**config.mk**
```make
export PLATFORM = sky130hd
export DESIGN_NAME = dino_motion_ctrl
export DESIGN_NICKNAME = d
export VERILOG_FILES = /design/src/rtl/dino_pkg.sv /design/src/rtl/edge_rise_det.sv /design/src/rtl/dino_motion_ctrl.sv
export SDC_FILE = /design/constraint.sdc
export NUM_CORES = 1
export LEC_CHECK = 0
export ABC_AREA = 1
export BUFFER_PORTS_ARGS = -buffer_cell sky130_fd_sc_hd__buf_4
export CAP_MARGIN = 20
export CELL_PAD_IN_SITES_DETAIL_PLACEMENT = 1
export CELL_PAD_IN_SITES_GLOBAL_PLACEMENT = 1
export CORE_ASPECT_RATIO = 1.25
export CORE_MARGIN = 10
export CORE_UTILIZATION = 40
export CTS_BUF_LIST = sky130_fd_sc_hd__clkbuf_8
export CTS_CLUSTER_SIZE = 12
export DETAILED_ROUTE_END_ITERATION = 8
export PLACE_DENSITY_LB_ADDON = 0.1
export SLEW_MARGIN = 20
export SYNTH_ARGS = -nofsm -noshare
export SYNTH_HDL_FRONTEND = slang
export SYNTH_HIERARCHICAL = 1
export SYNTH_SLANG_ARGS = --single-unit
```
**constraint.sdc**
```tcl
create_clock -name clk -period 3 [get_ports clk]
set_input_delay 0.45 -clock clk [delete_from_list [all_inputs] [get_ports clk]]
set_output_delay 0.45 -clock clk [all_outputs]
set_load 0.005 [all_outputs]
```
**src/rtl/dino_pkg.sv**
```systemverilog
// Shared definitions for the dino motion controller: state codes,
// score width and the default physics constants.
package dino_pkg;

  typedef enum logic [2:0] {
    ST_RUN  = 3'd0,
    ST_DUCK = 3'd1,
    ST_RISE = 3'd2,
    ST_HANG = 3'd3,
    ST_FALL = 3'd4,
    ST_DEAD = 3'd5
  } dino_state_t;

  localparam int SCORE_W        = 14;
  localparam int Y_W_DEF        = 8;
  localparam int JUMP_V0_DEF    = 12;
  localparam int GRAVITY_DEF    = 1;
  localparam int HANG_TICKS_DEF = 2;
  localparam int SCORE_MAX_DEF  = 9999;

endpackage

```
**src/rtl/edge_rise_det.sv**
```systemverilog
// Rising-edge detector: remembers the previous sample of sig and flags
// the clock in which sig is high but was low one clock earlier.
// RESET_VAL chooses the assumed previous level after reset.
module edge_rise_det #(
  parameter logic RESET_VAL = 1'b0
) (
  input  logic clk,
  input  logic rst,
  input  logic sig,
  output logic rise
);

  logic prev;

  // Previous-sample register
  always_ff @(posedge clk or posedge rst) begin
    if (rst) prev <= RESET_VAL;
    else     prev <= sig;
  end

  assign rise = sig & ~prev;

endmodule

```
**src/rtl/dino_motion_ctrl.sv**
```systemverilog
// Dino motion controller: turns game_tick rising edges into game steps and
// runs the run/duck/jump/dead FSM, vertical physics, leg animation and score.
// Handshake note: there is no valid/ready pairing here; step is a one-clk
// strobe and every other output is a level that is valid on every clock.
module dino_motion_ctrl
  import dino_pkg::*;
#(
  parameter int Y_W        = Y_W_DEF,
  parameter int JUMP_V0    = JUMP_V0_DEF,
  parameter int GRAVITY    = GRAVITY_DEF,
  parameter int HANG_TICKS = HANG_TICKS_DEF,
  parameter int SCORE_MAX  = SCORE_MAX_DEF
) (
  input  logic               clk,
  input  logic               rst,
  input  logic               game_tick,
  input  logic               jump_btn,
  input  logic               duck_btn,
  input  logic               hit,
  input  logic               restart,
  output logic               step,
  output logic [Y_W-1:0]     dino_y,
  output logic [2:0]         state,
  output logic               ducking,
  output logic               airborne,
  output logic               dead,
  output logic               leg_frame,
  output logic [SCORE_W-1:0] score
);

  localparam int VEL_W  = $clog2(JUMP_V0) + 1;
  localparam int VS_W   = VEL_W + 1;
  localparam int HANG_W = (HANG_TICKS < 2) ? 1 : $clog2(HANG_TICKS + 1);

  logic tick_rise, jump_rise, restart_rise;

  // The tick history starts high so a tick already high at reset release
  // is not mistaken for a fresh edge.
  edge_rise_det #(.RESET_VAL(1'b1)) u_tick_edge (
    .clk(clk), .rst(rst), .sig(game_tick), .rise(tick_rise)
  );
  edge_rise_det #(.RESET_VAL(1'b0)) u_jump_edge (
    .clk(clk), .rst(rst), .sig(jump_btn), .rise(jump_rise)
  );
  edge_rise_det #(.RESET_VAL(1'b0)) u_restart_edge (
    .clk(clk), .rst(rst), .sig(restart), .rise(restart_rise)
  );

  dino_state_t        state_q, state_d;
  logic [Y_W-1:0]     y_q, y_d;
  logic [VEL_W-1:0]   vel_q, vel_d;
  logic [HANG_W-1:0]  hang_q, hang_d;
  logic [SCORE_W-1:0] score_q, score_d;
  logic               leg_q, leg_d;
  logic               jump_req_q, jump_req_d;
  logic               step_q;

  // Falling speed for this step, capped at the launch speed
  logic [VS_W-1:0]  fall_sum;
  logic [VEL_W-1:0] fall_vel;
  assign fall_sum = {1'b0, vel_q} + (duck_btn ? VS_W'(2 * GRAVITY) : VS_W'(GRAVITY));
  assign fall_vel = (fall_sum > VS_W'(JUMP_V0)) ? VEL_W'(JUMP_V0) : fall_sum[VEL_W-1:0];

  // State and datapath registers
  always_ff @(posedge clk or posedge rst) begin
    if (rst) begin
      state_q    <= ST_RUN;
      y_q        <= '0;
      vel_q      <= '0;
      hang_q     <= '0;
      score_q    <= '0;
      leg_q      <= 1'b0;
      jump_req_q <= 1'b0;
      step_q     <= 1'b0;
    end else begin
      state_q    <= state_d;
      y_q        <= y_d;
      vel_q      <= vel_d;
      hang_q     <= hang_d;
      score_q    <= score_d;
      leg_q      <= leg_d;
      jump_req_q <= jump_req_d;
      step_q     <= tick_rise;
    end
  end

  // Next-state, physics, score and animation
  always_comb begin
    state_d    = state_q;
    y_d        = y_q;
    vel_d      = vel_q;
    hang_d     = hang_q;
    score_d    = score_q;
    leg_d      = leg_q;
    jump_req_d = jump_req_q;

    // Jump presses only count on the ground; airborne presses are dropped
    if (jump_rise && (state_q == ST_RUN || state_q == ST_DUCK)) jump_req_d = 1'b1;

    if (state_q == ST_DEAD) begin
      // hit is ignored here, so restart wins over a simultaneous hit
      if (restart_rise) begin
        state_d    = ST_RUN;
        y_d        = '0;
        vel_d      = '0;
        hang_d     = '0;
        score_d    = '0;
        leg_d      = 1'b0;
        jump_req_d = 1'b0;
      end
    end else if (hit) begin
      // Collision freezes position, score and animation on any clock
      state_d    = ST_DEAD;
      jump_req_d = 1'b0;
    end else if (step_q) begin
      if (score_q < SCORE_W'(SCORE_MAX)) score_d = score_q + 1'b1;
      case (state_q)
        ST_RUN, ST_DUCK: begin
          leg_d = ~leg_q;
          if (jump_req_q) begin
            state_d    = ST_RISE;
            vel_d      = VEL_W'(JUMP_V0);
            jump_req_d = 1'b0;
          end else if (state_q == ST_RUN && duck_btn) begin
            state_d = ST_DUCK;
          end else if (state_q == ST_DUCK && !duck_btn) begin
            state_d = ST_RUN;
          end
        end
        ST_RISE: begin
          if (duck_btn) begin
            state_d = ST_FALL;
            vel_d   = '0;
          end else begin
            y_d = y_q + Y_W'(vel_q);
            if (vel_q <= VEL_W'(GRAVITY)) begin
              vel_d   = '0;
              state_d = ST_HANG;
              hang_d  = '0;
            end else begin
              vel_d = vel_q - VEL_W'(GRAVITY);
            end
          end
        end
        ST_HANG: begin
          if (duck_btn) begin
            state_d = ST_FALL;
            vel_d   = '0;
          end else begin
            hang_d = hang_q + HANG_W'(1);
            if (hang_q + HANG_W'(1) == HANG_W'(HANG_TICKS)) begin
              state_d = ST_FALL;
              vel_d   = '0;
            end
          end
        end
        ST_FALL: begin
          vel_d = fall_vel;
          if (y_q <= Y_W'(fall_vel)) begin
            y_d     = '0;
            state_d = ST_RUN;
          end else begin
            y_d = y_q - Y_W'(fall_vel);
          end
        end
        default: state_d = ST_RUN;
      endcase
    end
  end

  assign step      = step_q;
  assign dino_y    = y_q;
  assign state     = state_q;
  assign ducking   = (state_q == ST_DUCK);
  assign airborne  = (state_q == ST_RISE) || (state_q == ST_HANG) || (state_q == ST_FALL);
  assign dead      = (state_q == ST_DEAD);
  assign leg_frame = leg_q;
  assign score     = score_q;

endmodule

```
# Yosys cells after proc, flatten, opt, wreduce, memory -nomap -nowiden

Index checks and enable logic that the tools add are counted.

Flip-flop bits (word level): 38
Input port bits: 7
Output and inout bits: 30
Word-level logic and storage cells: 124

Add/sub/neg operators: 6
Magnitude comparators: 4
Eq/ne operators: 17
Mux-type cells: 57
Bitwise logic cells: 7
Reductions and logical operators: 22

Operators with widths:

| cell                                                            | count |
|---|---|
| 14-bit two-way mux                                              | 5 |
| 5-bit two-way mux                                               | 10 |
| 8-bit two-way mux                                               | 6 |
| 3-bit two-way mux                                               | 12 |
| 5-bit one-hot mux with 4 select lines                           | 1 |
| 2-bit two-way mux                                               | 8 |
| 8-bit one-hot mux with 2 select lines                           | 1 |
| 14-bit by 1-bit adder with 14-bit output, second input constant | 1 |
| 14-bit < comparator, second input constant                      | 1 |
| 1-bit two-way mux                                               | 12 |
| 3-bit != test, second input constant                            | 4 |
| 3-bit one-hot mux with 4 select lines                           | 1 |
| 6-bit AND reduction                                             | 2 |
| 5-bit != test, second input constant                            | 2 |
| 3-bit nonzero test                                              | 3 |
| 8-bit by 5-bit adder with 8-bit output                          | 1 |
| 8-bit by 5-bit <= comparator with 1-bit output                  | 1 |
| 4-bit != test, second input constant                            | 2 |
| 4-bit AND reduction                                             | 2 |
| 8-bit by 5-bit subtractor with 8-bit output                     | 1 |
| 7-bit AND reduction                                             | 1 |
| 5-bit by 2-bit adder with 6-bit output                          | 1 |
| 3-bit by 2-bit == test with 1-bit output, second input constant | 2 |
| 3-bit == test, second input constant                            | 2 |
| other kinds (19)                                                | 31 |

# Longest topological paths before layout

Gate-level depths: netlist of the first run.

Depth in word-level cells: 10
Mapped depth: 23
Gate-level depth less buffers: 23

# Modules after synthesis

The synthesis of the first run kept the hierarchy.

By module, submodules not included:

| module                           | instances | cells an instance | area an instance (µm²) | sequential area each (µm²) |
|---|---|---|---|---|
| dino_motion_ctrl                 | 1         | 389               | 2829.0                 | 875.8 |
| edge_rise_det at u_jump_edge ... | 2         | 4                 | 38.8                   | 25.0 |
| edge_rise_det at u_tick_edge     | 1         | 4                 | 40.0                   | 26.3 |

# Worst setup path after synthesis of the first run

Ideal clock, no wire load.

Path kind: input to register
Start point: input duck_btn
End point: register state_q[0] (netlist: state[0])
Library setup time: 0.119 ns
Data arrival time: 2.966 ns
Data required time: 2.881 ns
Slack: -0.085 ns
Stages: 22
Path buffers: 0
Path through: inv_1 ha_1 inv_1 fa_1 inv_1 nand3_4 nor2_2 nand2_2 nand2_4 nand2_1 nor2_1 ha_1 inv_1 fa_1 nand3_2 nand2_2 nand3_2 a21oi_4 nand2_4 nand2_4 nand2_1 o21ai_2

Cells in the longest elaborated chain, start to end: 7
Elaborated cells on any way between the ends: 21
Those cells by class: 1 x add/sub; 2 x order compare; 4 x eq/ne; 10 x mux; 4 x reduce/logical

RTL lines:

| element                                                                                    | RTL line                                         | RTL |
|---|---|---|
| start, declared                                                                            | dino_motion_ctrl.sv:18                           | `input logic duck_btn,` |
| 2-bit two-way mux / 1-bit logical AND (equally long branches)                              | dino_motion_ctrl.sv:61, dino_motion_ctrl.sv:124  |  |
| 5-bit by 2-bit adder with 6-bit output / 3-bit two-way mux (equally long branches)         | dino_motion_ctrl.sv:61, dino_motion_ctrl.sv:124  |  |
| 6-bit by 4-bit > comparator with 1-bit output / 3-bit two-way mux (equally long branches)  | dino_motion_ctrl.sv:62, dino_motion_ctrl.sv:120  |  |
| 5-bit two-way mux / 3-bit one-hot mux with 4 select lines (equally long branches)          | dino_motion_ctrl.sv:62, dino_motion_ctrl.sv:117  |  |
| 8-bit by 5-bit <= comparator with 1-bit output / 3-bit two-way mux (equally long branches) | dino_motion_ctrl.sv:159, dino_motion_ctrl.sv:115 |  |
| 4-bit != test (no line) / 3-bit two-way mux (equally long branches)                        | -                                                |  |
| 6-bit AND reduction (no line) / 3-bit two-way mux (equally long branches)                  | -                                                |  |
| end signal, assigned                                                                       | dino_motion_ctrl.sv:76                           | `state_q <= state_d;` |
| end, declared                                                                              | dino_motion_ctrl.sv:49                           | `dino_state_t state_q, state_d;` |

Parallel ways exist; a longest one is shown, timed or not. The select of a mux whose other input is x is not followed.
A chain may end at the register's enable or synchronous reset.

# Worst setup path in the final report of the first run

Start point: register vel_q[0]
End point: register state_q[1] (netlist: state[1])

Cells in the longest elaborated chain, start to end: 6
Elaborated cells on any way between the ends: 8
Those cells by class: 1 x add/sub; 3 x order compare; 2 x eq/ne; 1 x mux; 1 x reduce/logical

RTL lines:

| element                                        | RTL line                | RTL |
|---|---|---|
| start, declared                                | dino_motion_ctrl.sv:51  | `logic [VEL_W-1:0] vel_q, vel_d;` |
| start signal, assigned                         | dino_motion_ctrl.sv:78  | `vel_q <= vel_d;` |
| 5-bit by 2-bit adder with 6-bit output         | dino_motion_ctrl.sv:61  | `assign fall_sum = {1'b0, vel_q} + (duck_btn ? VS_W'(2 * GRAVITY) : VS_W'(GRAVITY));` |
| 6-bit by 4-bit > comparator with 1-bit output  | dino_motion_ctrl.sv:62  | `assign fall_vel = (fall_sum > VS_W'(JUMP_V0)) ? VEL_W'(JUMP_V0) : fall_sum[VEL_W-1:0];` |
| 5-bit two-way mux                              | dino_motion_ctrl.sv:62  |  |
| 8-bit by 5-bit <= comparator with 1-bit output | dino_motion_ctrl.sv:159 | `if (y_q <= Y_W'(fall_vel)) begin` |
| 4-bit != test (no line)                        | -                       |  |
| 6-bit AND reduction (no line) *                | -                       |  |

Mark *: on every way between the ends. The rest lies on a longest branch, timed or not.

==> results.cfg, run 1 <==
[outcome]
status = complete, no violations

[synthesis]
synth_common_cells = 101 x nand2_1, 53 x inv_1, 37 x dfrtp_1, 31 x nor2_1, 22 x nand3_1
syn_nets = 426
synth_top_cell_area_share_pct = 31.4
synth.area.top_cells = dfrtp_1 31%, nand2_1 13%, inv_1 6.8%, ha_1 6.4%, xor2_1 4.5%
seq_area_frac_synth_pct = 32.3
syn_avg_cell_area_um2 = 7.35
syn_area_um2 = 2950
async_flop_share_pct = 100
synth.most_common_cell = nand2_1
ys_ff_latch = 38
synth_edf_count = 0
yosys_warnings = 6
synthCells = 401
yosysUniqueCellTypes = 47
yosysTopAreaCell = dfrtp_1
synth_flop_cell = dfrtp_1

[route]
drc = 0
wl_um = 8730
final_antenna_net_count = 0
wl_per_cell_um = 15.8
vias_per_cell = 5.10
firstDrtPassIters = 4
drt_iter0_markers = 66
vias = 2821

[die]
die_area_um2 = 11200
die_w_um = 96.8
ios = 37
start_util_pct = 41.7
rows = 34
die_y_um = 116
core_area_um2 = 7060

[layout]
fin_nets = 487
area_growth_pct = 23.5
drive_above_1_share_pct = 26.6
antenna_cells = 0
postLayoutCoreUtil_pct = 51.5
fin_cells = 553
final_area_um2 = 3640

[cts]
cts_made_buffers = 5
clock_latency_ns = 0.29
clk_pin_slew_ns = 0.08
cts_root_buf = clkbuf_8
tritoncts = built
clockBufferDepth = 2
cts_sinks = 38
cts-htree-levels = 2
cts_hold_buf = 0

[placement]
portBuffers = 36
place_area_um2 = 3440
place_congestion = 0.853
dp.cells = 541
hpwlAfterDp_um = 6830

[sta]
fmax_mhz = 340
worst_pin_slew_ns = 0.654
slew_violations = 0
max-slew-margin-rel_pct = 56.0
finalCriticalPeriod_ns = 2.94
skew_ns = 0.00675
hold_viol = 0
finalHoldWorstSlack_ns = 0.0123
fin_crit_sh_pct = 98.1
setup_viol = 0
rsz0062_at_grt = true

[setup_path]
worst_ep_required_time_ns = 3.19
cp-end-kind = flop
start_kind = flop
path_class = reg2reg
r2r_slack_ns = 0.06
path_max_fanout = 5
cp.arrival_ns = 3.13

[pwr]
power_density_nw_per_um2 = 1050
p_leak_nw = 1.82
irDropWorstVdd_uv = 501

[global_route]
grt_pass1_wl_um = 14800
globalRouteOverflowTotal = 0
grt.total_usage_pct = 15.5
grt_start_max_net_pins = 36
antenna_found_initial = 0
grt_pass1_vias = 3123

[flow_run]
max-cap-violations = 0

[hold_path]
holdCritPathClass = in2async
[state kept, by name, summed over array words and instances, names as in the netlist]
| signal | flops |
|---|---|
| state | 3 |
| hang_q | 2 |
| dino_y | 8 |
| step | 1 |
| leg_frame | 1 |
| u_tick_edge/prev | 1 |
| jump_req_q | 1 |
| vel_q | 5 |
| u_restart_edge/prev | 1 |
| score | 14 |
| u_jump_edge/prev | 1 |
[where the power goes]
group | internal, mW | switching (mW)
logic | 1.05 | 1.47
clock network | 0.233 | 0.195
registers | 0.658 | 0.233
[through the flow]
step | setup slack (ns) | power, mW | setup TNS, ns
2_1_floorplan | 0.0531 | 2.40 | 0
3_3_place_gp | -0.167 | 3.17 | -1.53
3_5_place_dp | -0.313 | 3.25 | -3.04
4_1_cts | 0.0216 | 3.71 | 0
5_1_grt | -0.118 | 4.20 | -0.910
6_report | 0.0557 | 3.83 | 0
[cell usage in the layout (no fill, tap or decap), types with 2 or more instances in the layout]
cell,Yosys,routed
xnor2_1,4,4
nor2_1,31,30
nand2_4,3,4
inv_2,10,14
xor2_1,15,15
nand3_2,3,4
nand2_1,101,99
o31ai_1,10,10
o21ai_2,4,3
nor4_1,5,5
nor3_1,7,7
clkbuf_8,0,8
nand4_1,3,3
fa_2,0,2
a21oi_1,14,14
dfrtp_1,37,37
buf_4,2,58
o21ai_0,9,9
or2_2,2,2
nand2_2,7,8
nand3_1,22,20
o211ai_1,3,3
nand3_4,1,2
inv_1,53,48
nor2_2,7,8
ha_1,15,13
o21ai_1,9,9
[path summary, 6_finish.rpt]
kind | startpoint | end | cells past startpoint
setup / recovery | vel_q[0]$_DFFE_PP0P_ | state[1]$_DFFE_PP0P_ | 20
hold / removal | rst | u_restart_edge/prev$_DFF_PP0_ | 2
setup reg to reg | vel_q[0]$_DFFE_PP0P_ | state[1]$_DFFE_PP0P_ | 20
hold reg to reg | u_tick_edge/prev$_DFF_PP1_ | step$_DFF_PP0_ | 1
max in group asynchronous | rst | score[7]$_DFFE_PP0P_ | 3
min in group clk | game_tick | u_tick_edge/prev$_DFF_PP1_ | 1
[kinds of logic (layout without fill, tap and decap cells)]
logic type	Yosys count	in the layout	synth area share, %
xor+xnor	20	20	6.20
fa+ha+maj	18	18	8.41
flops	38	38	32.3
buf+inv	69	130	9.34
other cells	1	1	0.127
simple gates	196	196	30.6
compound gates	59	60	13.0
[worst max-delay path, stage by stage, from the launching register on]
cell	delay (ns)
dfrtp_1	0.40
ha_4	0.15
inv_2	0.03
fa_2	0.51
inv_2	0.04
nor2_1	0.07
nor2_1	0.05
nand2_1	0.09
nand2_1	0.07
nor2_2	0.14
ha_2	0.19
inv_2	0.05
fa_2	0.36
nand3_2	0.09
nand2_4	0.07
nand3_4	0.08
a21oi_4	0.09
nand2_4	0.13
nand2_4	0.07
nand2_2	0.07
o21ai_2	0.05
[layout make-up]
type | instances | area (um2)
clock buffers | 8 | 110
fillers | 920 | 3420
inverters | 64 | 244
multi-input cells | 295 | 1790
flip-flops and latches | 38 | 952
well taps | 90 | 113
repair buffers | 58 | 435
[timing repair]
action,4_1_cts,5_1_grt
resized for setup,1,15
gates cloned,0,1
endpoints found under the setup margin,2,11
buffers inserted,0,3
pin swaps,0,15
[metal layers]
layer | track usage (%) | up-vias | wire length (um)
li1 | - | 1412 | -
met4 | 5.02 | 0 | 165
met1 | 17.2 | 1355 | 3720
met5 | 0 | - | 0
met2 | 29.7 | 42 | 4630
met3 | 2.14 | 12 | 210
Note: power is estimated with default switching activity, not from simulation.
==> run 2: changes to the inputs <==
--- a/config.mk
+++ b/config.mk
@@ -16,7 +16,8 @@
 export CTS_BUF_LIST = sky130_fd_sc_hd__clkbuf_8
 export CTS_CLUSTER_SIZE = 12
 export DETAILED_ROUTE_END_ITERATION = 8
-export PLACE_DENSITY_LB_ADDON = 0.1
+export MAX_ROUTING_LAYER = met4
+export PLACE_DENSITY = 0.9
 export SLEW_MARGIN = 20
 export SYNTH_ARGS = -nofsm -noshare
 export SYNTH_HDL_FRONTEND = slang
==> results.cfg, run 2 (synthesis gave the netlist of run 1 again) <==
[setup_path]
cp-end-kind = flop
cp.arrival_ns = 3.30
ff2ff_path_depth = 20
r2r_start = vel_q[0]$_DFFE_PP0P_
slowest_delay_ns = 0.52
r2r_slack_ns = -0.09
path_class = reg2reg
critPathBufInv = 3
cp_cell_sequence = ha_2 > inv_2 > fa_2 > inv_2 > nor2_4 > nor2_2 > nand2_2 > nand2_2 > nor2_4 > ha_2 > inv_2 > fa_2 > nand3_2 > nand2_4 > nand3_4 > a21oi_4 > nand2_4 > nand2_4 > nand2_1 > o21ai_2
path_max_fanout = 5
worst_ep_required_time_ns = 3.21
r2r_end = state[1]$_DFFE_PP0P_
start_kind = flop
cp_slowest_cell = fa_2
cpLargestDelayFamily = adder cells

[cts]
clk_pin_slew_ns = 0.08
clock_latency_ns = 0.31
cts_made_buffers = 5
cts_sinks = 38
cts-htree-levels = 2
cts_root_buf = clkbuf_8
tritoncts = built
clockBufferDepth = 2

[sta]
setup_viol = 11
rsz0062_at_grt = true
finalCriticalPeriod_ns = 3.09
finalHoldWorstSlack_ns = 0.261
worst_pin_slew_ns = 1.02
final.setup.worst_slack_ns = -0.0884
fin_crit_sh_pct = 103
slew_violations = 0
max-slew-margin-rel_pct = 31.5
fmax_mhz = 324
hold_viol = 0
skew_ns = 0.0107

[global_route]
globalRouteOverflowTotal = 0
grt_pass1_wl_um = 16600
grt_pass1_vias = 3446
antenna_found_initial = 0
grt.total_usage_pct = 18.1
grt_start_max_net_pins = 22

[flow_run]
max-cap-violations = 0

[die]
start_util_pct = 41.7
die_y_um = 116
die_area_um2 = 11200
core_area_um2 = 7060
ios = 37
die_w_um = 96.8
rows = 34

[layout]
final_common_cell = nand2_1
regArea_um2 = 952
fin_cells = 555
n_fill_cell = 904
multi_input_area_um2 = 1830
layout_common_cells = 95 x nand2_1, 58 x buf_4, 47 x inv_1
drive_above_1_share_pct = 28.8
area_growth_pct = 25.9
fin_nets = 489
largest_register_ffs = 14
antenna_cells = 0

[outcome]
failed_checks = negative setup slack
status = finished, violations left

[placement]
dp.cells = 540
hpwlAfterDp_um = 7360
portBuffers = 36
place_congestion = 0.844

[route]
vias_per_cell = 5.46
final_antenna_net_count = 0
wl_um = 10200
drc = 0
drt_iter0_markers = 139
wl_per_cell_um = 18.3
vias = 3030
firstDrtPassIters = 4

[pwr]
p_leak_nw = 1.83
power_density_nw_per_um2 = 1130
irDropWorstVdd_uv = 583

[hold_path]
hold_path_startpoint = game_tick
holdCritPathClass = in2reg
hold_path_end = u_tick_edge/prev$_DFF_PP1_
hold_path_depth = 1
==> run 2: how the worst max path moves through the flow <==
stage,startpoint,end,slack (ns),cells after the start
CTS,vel_q[0]$_DFFE_PP0P_,state[1]$_DFFE_PP0P_,-0.004,20
finish,vel_q[0]$_DFFE_PP0P_,state[1]$_DFFE_PP0P_,-0.09,20
global route,vel_q[0]$_DFFE_PP0P_,state[2]$_DFFE_PP0P_,-0.22,20
global placement,duck_btn,dino_y[4]$_DFFE_PP0P_,-0.11,23
detailed placement,duck_btn,state[0]$_DFFE_PP0P_,-0.28,22
floorplan,duck_btn,state[0]$_DFFE_PP0P_,0.05,21
==> run 2: cell type report <==
type / instances / share of cell area (%)
Tap cell: 90 / 3.04
Multi-Input combinational cell: 295 / 49.4
Timing Repair Buffer: 60 / 12.3
Sequential cell: 38 / 25.7
Inverter: 64 / 6.65
Clock buffer: 8 / 2.97
==> run 2: metal layers <==
metal | GRT usage, % | routed length [um]
met1 | 17.3 | 3880
met2 | 33.8 | 5430
met3 | 3.28 | 371
met4 | 10.3 | 493
met5 | - | 0
==> run 2: timing repair <==
item                                    4_1_cts  5_1_grt
resized for setup                            10       21
endpoints found under the setup margin       10       11
hold endpoints to repair                      2        0
hold buffers                                  1        0
setup buffers                                 2        3
gates cloned                                  1        0
pin swaps                                     4       16
==> run 2: power breakdown <==
group,internal (mW),switching (mW)
sequential,0.658,0.264
combinational,1.16,1.66
clock,0.232,0.201
==> run 2: per-stage QoR <==
step | instance area [um2] | util [%] | total power, mW | setup slack, ns | TNS, ns
after floorplan | 2950 | - | 2.40 | 0.0531 | 0
after global placement | 3440 | 48.7 | 3.15 | -0.112 | -0.946
after detailed placement | 3440 | 48.7 | 3.30 | -0.284 | -2.78
after CTS | 3610 | 51.1 | 3.88 | -0.00445 | -0.00445
after global routing | 3710 | 52.5 | 4.52 | -0.215 | -2.04
final | 3710 | 52.5 | 4.17 | -0.0884 | -0.580
